$ cat config.mk
export PLATFORM = sky130hd
export DESIGN_NAME = gpio_frame_receiver_flat
export DESIGN_NICKNAME = d
export VERILOG_FILES = /design/src/rtl/gpio_rx_pkg.sv /design/src/rtl/gpio_frame_receiver_if.sv /design/src/rtl/gpio_rx_sync.sv /design/src/rtl/gpio_frame_receiver.sv /design/src/flat_wrapper.sv
export SDC_FILE = /design/constraint.sdc
export NUM_CORES = 1
export LEC_CHECK = 0
export ABC_AREA = 0
export CORE_MARGIN = 2
export CORE_UTILIZATION = 30
export CTS_CLUSTER_SIZE = 14
export DETAILED_ROUTE_END_ITERATION = 8
export PLACE_DENSITY_LB_ADDON = 0.1
export SLEW_MARGIN = 20
export SYNTH_ARGS = -nofsm -noshare
export SYNTH_HDL_FRONTEND = slang
export SYNTH_SLANG_ARGS = --single-unit
$ cat constraint.sdc
create_clock -name FPGA_clock -period 5.9 [get_ports FPGA_clock]
set_clock_uncertainty 0.1 [all_clocks]
set_input_delay 0.885 -clock FPGA_clock [delete_from_list [all_inputs] [get_ports FPGA_clock]]
set_output_delay 0.885 -clock FPGA_clock [all_outputs]
set_load 0.03 [all_outputs]
$ cat src/rtl/gpio_rx_pkg.sv
// gpio_rx_pkg: shared state encoding and pin/flag bit offsets for the GPIO frame receiver.
package gpio_rx_pkg;
  typedef enum logic [2:0] {IDLE, HEADER_DONE, PAYLOAD, CHECK, DELIVER} state_t;
  // Offsets below DATA_W for header flags, above DATA_W for the strobe pins
  localparam int TEXT_FLAG_OFS = 1;
  localparam int AUDIO_FLAG_OFS = 2;
  localparam int RX_CLOCK_OFS = 1;
  localparam int RX_VALID_OFS = 0;
endpackage

$ cat src/rtl/gpio_frame_receiver_if.sv
// gpio_frame_receiver_if: GPIO pin bundle in, delivered text/audio frame out.
interface gpio_frame_receiver_if #(
  parameter int DATA_W = 16,
  parameter int TEXT_W = 8,
  parameter int AUDIO_W = 32
);
  logic [DATA_W+1:0] rx_pins;
  logic [TEXT_W-1:0] text_out;
  logic text_ready_out;
  logic [AUDIO_W-1:0] audio_out;
  logic audio_ready_out;
  logic frame_valid;
  logic frame_error;
  modport master (output rx_pins, input text_out, text_ready_out, audio_out, audio_ready_out, frame_valid, frame_error);
  modport slave (input rx_pins, output text_out, text_ready_out, audio_out, audio_ready_out, frame_valid, frame_error);
endinterface

$ cat src/rtl/gpio_rx_sync.sv
// gpio_rx_sync: multi-flop synchroniser on rx_pins plus rx_clock rising-edge beat strobe.
module gpio_rx_sync
  import gpio_rx_pkg::*;
#(
  parameter int DATA_W = 16,
  parameter int SYNC_STAGES = 2
) (
  input  logic              FPGA_clock,
  input  logic              reset,
  input  logic [DATA_W+1:0] rx_pins,
  output logic [DATA_W-1:0] data,
  output logic              rx_valid,
  output logic              beat
);
  logic [SYNC_STAGES-1:0][DATA_W+1:0] sync_q;
  logic clock_prev;
  logic [DATA_W+1:0] synced;
  assign synced = sync_q[SYNC_STAGES-1];
  assign data = synced[DATA_W-1:0];
  assign rx_valid = synced[DATA_W+RX_VALID_OFS];
  assign beat = synced[DATA_W+RX_CLOCK_OFS] & ~clock_prev;
  always_ff @(posedge FPGA_clock or posedge reset)
    if (reset) begin
      sync_q <= '0;
      clock_prev <= 1'b0;
    end else begin
      sync_q <= {sync_q[SYNC_STAGES-2:0], rx_pins};
      clock_prev <= synced[DATA_W+RX_CLOCK_OFS];
    end
endmodule

$ cat src/rtl/gpio_frame_receiver.sv
// gpio_frame_receiver: assembles header + payload beats into a text/audio frame.
// Define GPIO_RX_PARITY_EN to add a trailing even-parity beat checked in CHECK.
module gpio_frame_receiver
  import gpio_rx_pkg::*;
#(
  parameter int DATA_W = 16,
  parameter int TEXT_W = 8,
  parameter int AUDIO_W = 32,
  parameter int SYNC_STAGES = 2
) (
  input logic FPGA_clock,
  input logic reset,
  gpio_frame_receiver_if.slave bus
);
  localparam int NBEATS = AUDIO_W / DATA_W;
  localparam int CW = NBEATS > 1 ? $clog2(NBEATS) : 1;
  logic [DATA_W-1:0] data;
  logic rx_valid, beat, start, last;
  state_t state;
  logic prev_valid, text_flag, audio_flag;
  logic [CW-1:0] cnt;
  logic [TEXT_W-1:0] text_q;
  logic [AUDIO_W-1:0] audio_q, audio_nx;
  gpio_rx_sync #(.DATA_W(DATA_W), .SYNC_STAGES(SYNC_STAGES)) u_sync (
    .FPGA_clock(FPGA_clock),
    .reset(reset),
    .rx_pins(bus.rx_pins),
    .data(data),
    .rx_valid(rx_valid),
    .beat(beat)
  );
  assign start = beat & rx_valid & ~prev_valid;
  assign last = cnt == CW'(NBEATS - 1);
  assign audio_nx = (audio_q << DATA_W) | AUDIO_W'(data);
`ifdef GPIO_RX_PARITY_EN
  logic parity;
  assign parity = ^{text_flag, audio_flag, text_q, audio_q};
`endif
  always_ff @(posedge FPGA_clock or posedge reset)
    if (reset) begin
      state <= IDLE;
      prev_valid <= 1'b0;
      cnt <= '0;
      text_flag <= 1'b0;
      audio_flag <= 1'b0;
      text_q <= '0;
      audio_q <= '0;
      bus.text_out <= '0;
      bus.audio_out <= '0;
      bus.text_ready_out <= 1'b0;
      bus.audio_ready_out <= 1'b0;
      bus.frame_valid <= 1'b0;
      bus.frame_error <= 1'b0;
    end else begin
      bus.text_out <= '0;
      bus.audio_out <= '0;
      bus.text_ready_out <= 1'b0;
      bus.audio_ready_out <= 1'b0;
      bus.frame_valid <= 1'b0;
      bus.frame_error <= 1'b0;
      if (beat) prev_valid <= rx_valid;
      if (state == DELIVER) state <= IDLE;
      else if (start) begin
        // A fresh valid edge always wins; a partial frame in flight is dropped
        bus.frame_error <= state != IDLE;
        text_flag <= data[DATA_W-TEXT_FLAG_OFS];
        audio_flag <= data[DATA_W-AUDIO_FLAG_OFS];
        text_q <= data[TEXT_W-1:0];
        cnt <= '0;
        state <= HEADER_DONE;
      end else if (beat && state != IDLE) begin
        if (!rx_valid) begin
          bus.frame_error <= 1'b1;
          state <= IDLE;
        end
`ifdef GPIO_RX_PARITY_EN
        else if (state == CHECK) begin
          if (data[0] == parity) begin
            state <= DELIVER;
            bus.frame_valid <= 1'b1;
            bus.text_out <= text_q & {TEXT_W{text_flag}};
            bus.audio_out <= audio_q & {AUDIO_W{audio_flag}};
            bus.text_ready_out <= text_flag;
            bus.audio_ready_out <= audio_flag;
          end else begin
            bus.frame_error <= 1'b1;
            state <= IDLE;
          end
        end
`endif
        else begin
          audio_q <= audio_nx;
          cnt <= cnt + CW'(1);
          state <= PAYLOAD;
          if (last) begin
`ifdef GPIO_RX_PARITY_EN
            state <= CHECK;
`else
            state <= DELIVER;
            bus.frame_valid <= 1'b1;
            bus.text_out <= text_q & {TEXT_W{text_flag}};
            bus.audio_out <= audio_nx & {AUDIO_W{audio_flag}};
            bus.text_ready_out <= text_flag;
            bus.audio_ready_out <= audio_flag;
`endif
          end
        end
      end
    end
endmodule

$ cat src/flat_wrapper.sv
// flat-port wrapper written by rule: the top's interface ports become plain ports
module gpio_frame_receiver_flat import gpio_rx_pkg::*;
#(
  parameter int DATA_W = 16,
  parameter int TEXT_W = 8,
  parameter int AUDIO_W = 32,
  parameter int SYNC_STAGES = 2
)
  (FPGA_clock, reset, bus_rx_pins, bus_text_out, bus_text_ready_out, bus_audio_out, bus_audio_ready_out, bus_frame_valid, bus_frame_error);
  gpio_frame_receiver_if #(.DATA_W(DATA_W), .TEXT_W(TEXT_W), .AUDIO_W(AUDIO_W)) bus_i ();
  input logic FPGA_clock;
  input logic reset;
  input wire logic [$bits(bus_i.rx_pins)-1:0] bus_rx_pins;
  output wire logic [$bits(bus_i.text_out)-1:0] bus_text_out;
  output wire logic [$bits(bus_i.text_ready_out)-1:0] bus_text_ready_out;
  output wire logic [$bits(bus_i.audio_out)-1:0] bus_audio_out;
  output wire logic [$bits(bus_i.audio_ready_out)-1:0] bus_audio_ready_out;
  output wire logic [$bits(bus_i.frame_valid)-1:0] bus_frame_valid;
  output wire logic [$bits(bus_i.frame_error)-1:0] bus_frame_error;
  assign bus_i.rx_pins = bus_rx_pins;
  assign bus_text_out = bus_i.text_out;
  assign bus_text_ready_out = bus_i.text_ready_out;
  assign bus_audio_out = bus_i.audio_out;
  assign bus_audio_ready_out = bus_i.audio_ready_out;
  assign bus_frame_valid = bus_i.frame_valid;
  assign bus_frame_error = bus_i.frame_error;
  gpio_frame_receiver #(.DATA_W(DATA_W), .TEXT_W(TEXT_W), .AUDIO_W(AUDIO_W), .SYNC_STAGES(SYNC_STAGES)) u_core (.FPGA_clock(FPGA_clock), .reset(reset), .bus(bus_i));
endmodule
==> impl_results.md <==
- Slowest library cell on the worst path: clkdlybuf4s50_1
- Root Buffer: clkbuf_16
- RSZ-0062 raised after global routing: no
- CP arrival: 1.39 ns
- Max Root-Sink Buffers: 2
- Hold-fix buffers at CTS: 0
- Mapped Cells: 215
- Routed WL: 5999 um
- First-pass GRT wire length: 10100 um
- Highest Clock Rate: 420.3 MHz
- Final Hold Fails: 0
- Max_cap viols: 0
- Most frequent cells in the layout: 112 x dfrtp_1, 63 x clkdlybuf4s50_1, 41 x and2_1
- Worst endpoint required time: 4.91 ns
- Vias in the first global route: 1906
- Initial core utilization: 30.37%
- Critical path's top delay family: buffers and inverters
- CTS tree: done
- Setup TNS: 0 ns
- # rows: 40
- Final setup fails: 0
- PortBufs: 63
- Vias: 1777
- Cell Chain, Critical Path: clkdlybuf4s50_1
- Setup CP Type: reg -> out
- Vias/cell: 4.085
- Resized Gates After CTS: 0
- Hold WC Path Type: reg -> reg
- Worst-path fanout max: 1
- Max Transition Viols Final: 0
- Core ar.: 11860 um2
- Status: completed
- Fillers: 1152
- Relative slew slack: 31.79%
- Postcts setup bufs: 0
- Layout Nets: 304
- Pleak: 2.086 nW
- Synthesized cell area: 3602 um2
- Sequential fraction of the synthesis area: 77.80%
- Clock-pin slew on the worst setup and hold paths: 0.07 ns
- Hold Worst Slack: 0.2495 ns
- Min Tclk post-route: 2.379 ns
- Syn_area_per_cell: 16.75 um2
- Pre-CTS WS: 3.176 ns
- Commonest non-fill, non-tap cell in the layout: dfrtp_1
- Post-synth EDFFs: 0
- Syn Nets: 235
- First DRT Iteration DRCs: 100
- Ys async rst share: 100.0%
- H-tree Lvls: 3
- Tcrit/Tclk final: 40.33%
- Synth unique cells: 27
- Layout cells sized above 1: 17.01%
- CP Buf/Inv Count: 1
- Layout Utilization: 39.38%
- Synth warn: 0
- Initial antenna violation count: 0
- Routed len/inst: 13.79 um
- Drt pass-1 iters: 4
- Crit end category: primary output
- Slowest cell delay on critical path: 0.68 ns
- Area Growth Syn to Fin: 29.66%
- Clk_lat worst skew: 0.34 ns
- Largest net degree at the start of global routing: 64
- Post-DRT Antenna Nets: 0
- Peak VDD IR: 0.0001188 V
- Fin worst setup slack: 3.521 ns
- Total CTS buffers: 9
- Worst Setup Start Kind: flip-flop
- Antenna diodes: 0
- Die span in y: 113.6 um
- Boundary pin count: 64
- Tot GR Track Use: 10.42%
- DRC: 0
- RePlAce Congestion: 0.6659
- Clk sinks: 112
- Top_reg_cell synth: dfrtp_1
- Total gr overflow: 0
- Seq cells post-synth: 112
- Worst slew pin tran: 1.020 ns
- Pwr dens: 340.2 nW/um2
- Post-DP HPWL: 3652 um
- Die Wd: 113.6 um
- Total die area: 12900 um2
-- kinds of logic after synthesis --
family                 synth area share, %
multiplexers                         8.128
buffers and inverters                1.320
flip-flops                           77.80
AND/OR/NAND/NOR                      11.25
AO/OA/AOI/OAI                        1.494
-- cell type report --
cell class | instances | area [um2] | area share (%)
sequential | 112 | 2803 | 60.01
timing repair buffer | 65 | 645.6 | 13.82
inverter | 1 | 6.256 | 0.1339
tap | 147 | 183.9 | 3.938
clock inverter | 5 | 41.29 | 0.8840
multi-input combinational | 95 | 752.0 | 16.10
clock buffer | 10 | 239.0 | 5.117
-- state kept, by name, summed over array words and instances (netlist names), 3 cells and up --
register / count
u_core.bus.text_out: 8
u_core.text_q: 8
u_core.u_sync.sync_q: 18
u_core.u_sync.synced: 18
u_core.audio_q: 16
u_core.state: 3
u_core.bus.audio_out: 32
-- synth_stat cells (2+ instances only) --
cell type	count	area share [%]
a21oi_1	4	0.56
and2_1	41	7.1
buf_2	2	0.28
buf_6	2	0.63
clkbuf_1	2	0.21
dfrtp_1	112	78
mux2_2	26	8.1
nand2_1	5	0.52
nand2b_1	3	0.52
-- layer usage --
layer	part of all wire (%)	vias to the layer above	global-route usage [%]	wire, um
li1	-	841	-	-
met1	45	886	13.68	2691
met2	48	43	15.61	2897
met3	5.1	7	3.454	305
met4	1.8	0	5.122	106
met5	0	-	0	0
-- final timing paths --
check | depth (start not counted) | to | startpoint | slack (ns)
setup / recovery | 1 | bus_audio_out[1] | u_core.bus.audio_out[1]$_DFF_PP0_ | 3.52
hold / removal | 0 | u_core.u_sync.synced[13]$_DFF_PP0_ | u_core.u_sync.sync_q[13]$_DFF_PP0_ | 0.25
setup reg to reg | 4 | u_core.bus.audio_out[14]$_DFF_PP0_ | u_core.u_sync.clock_prev$_DFF_PP0_ | 3.70
hold reg to reg | 0 | u_core.u_sync.synced[13]$_DFF_PP0_ | u_core.u_sync.sync_q[13]$_DFF_PP0_ | 0.25
max in group asynchronous | 3 | u_core.audio_q[9]$_DFFE_PP0P_ | reset | 3.64
min in group asynchronous | 2 | u_core.bus.audio_out[21]$_DFF_PP0_ | reset | 0.95
-- through the flow --
step | area, um2 | std cells | total power [W]
floorplan | 3602 | 215 | 0.0009939
global placement | 4390 | 420 | 0.001034
detailed placement | 4390 | 420 | 0.001039
CTS | 4671 | 435 | 0.001621
global route | 4671 | 435 | 0.001677
finish | 4671 | 435 | 0.001589
-- report_power, final --
part	switching (W)	internal, W
clock network	0.000269	0.000300
registers	0.0000412	0.000850
logic	0.0000558	0.0000728
total	0.000366	0.00122
(Power assumes the default switching activity.)
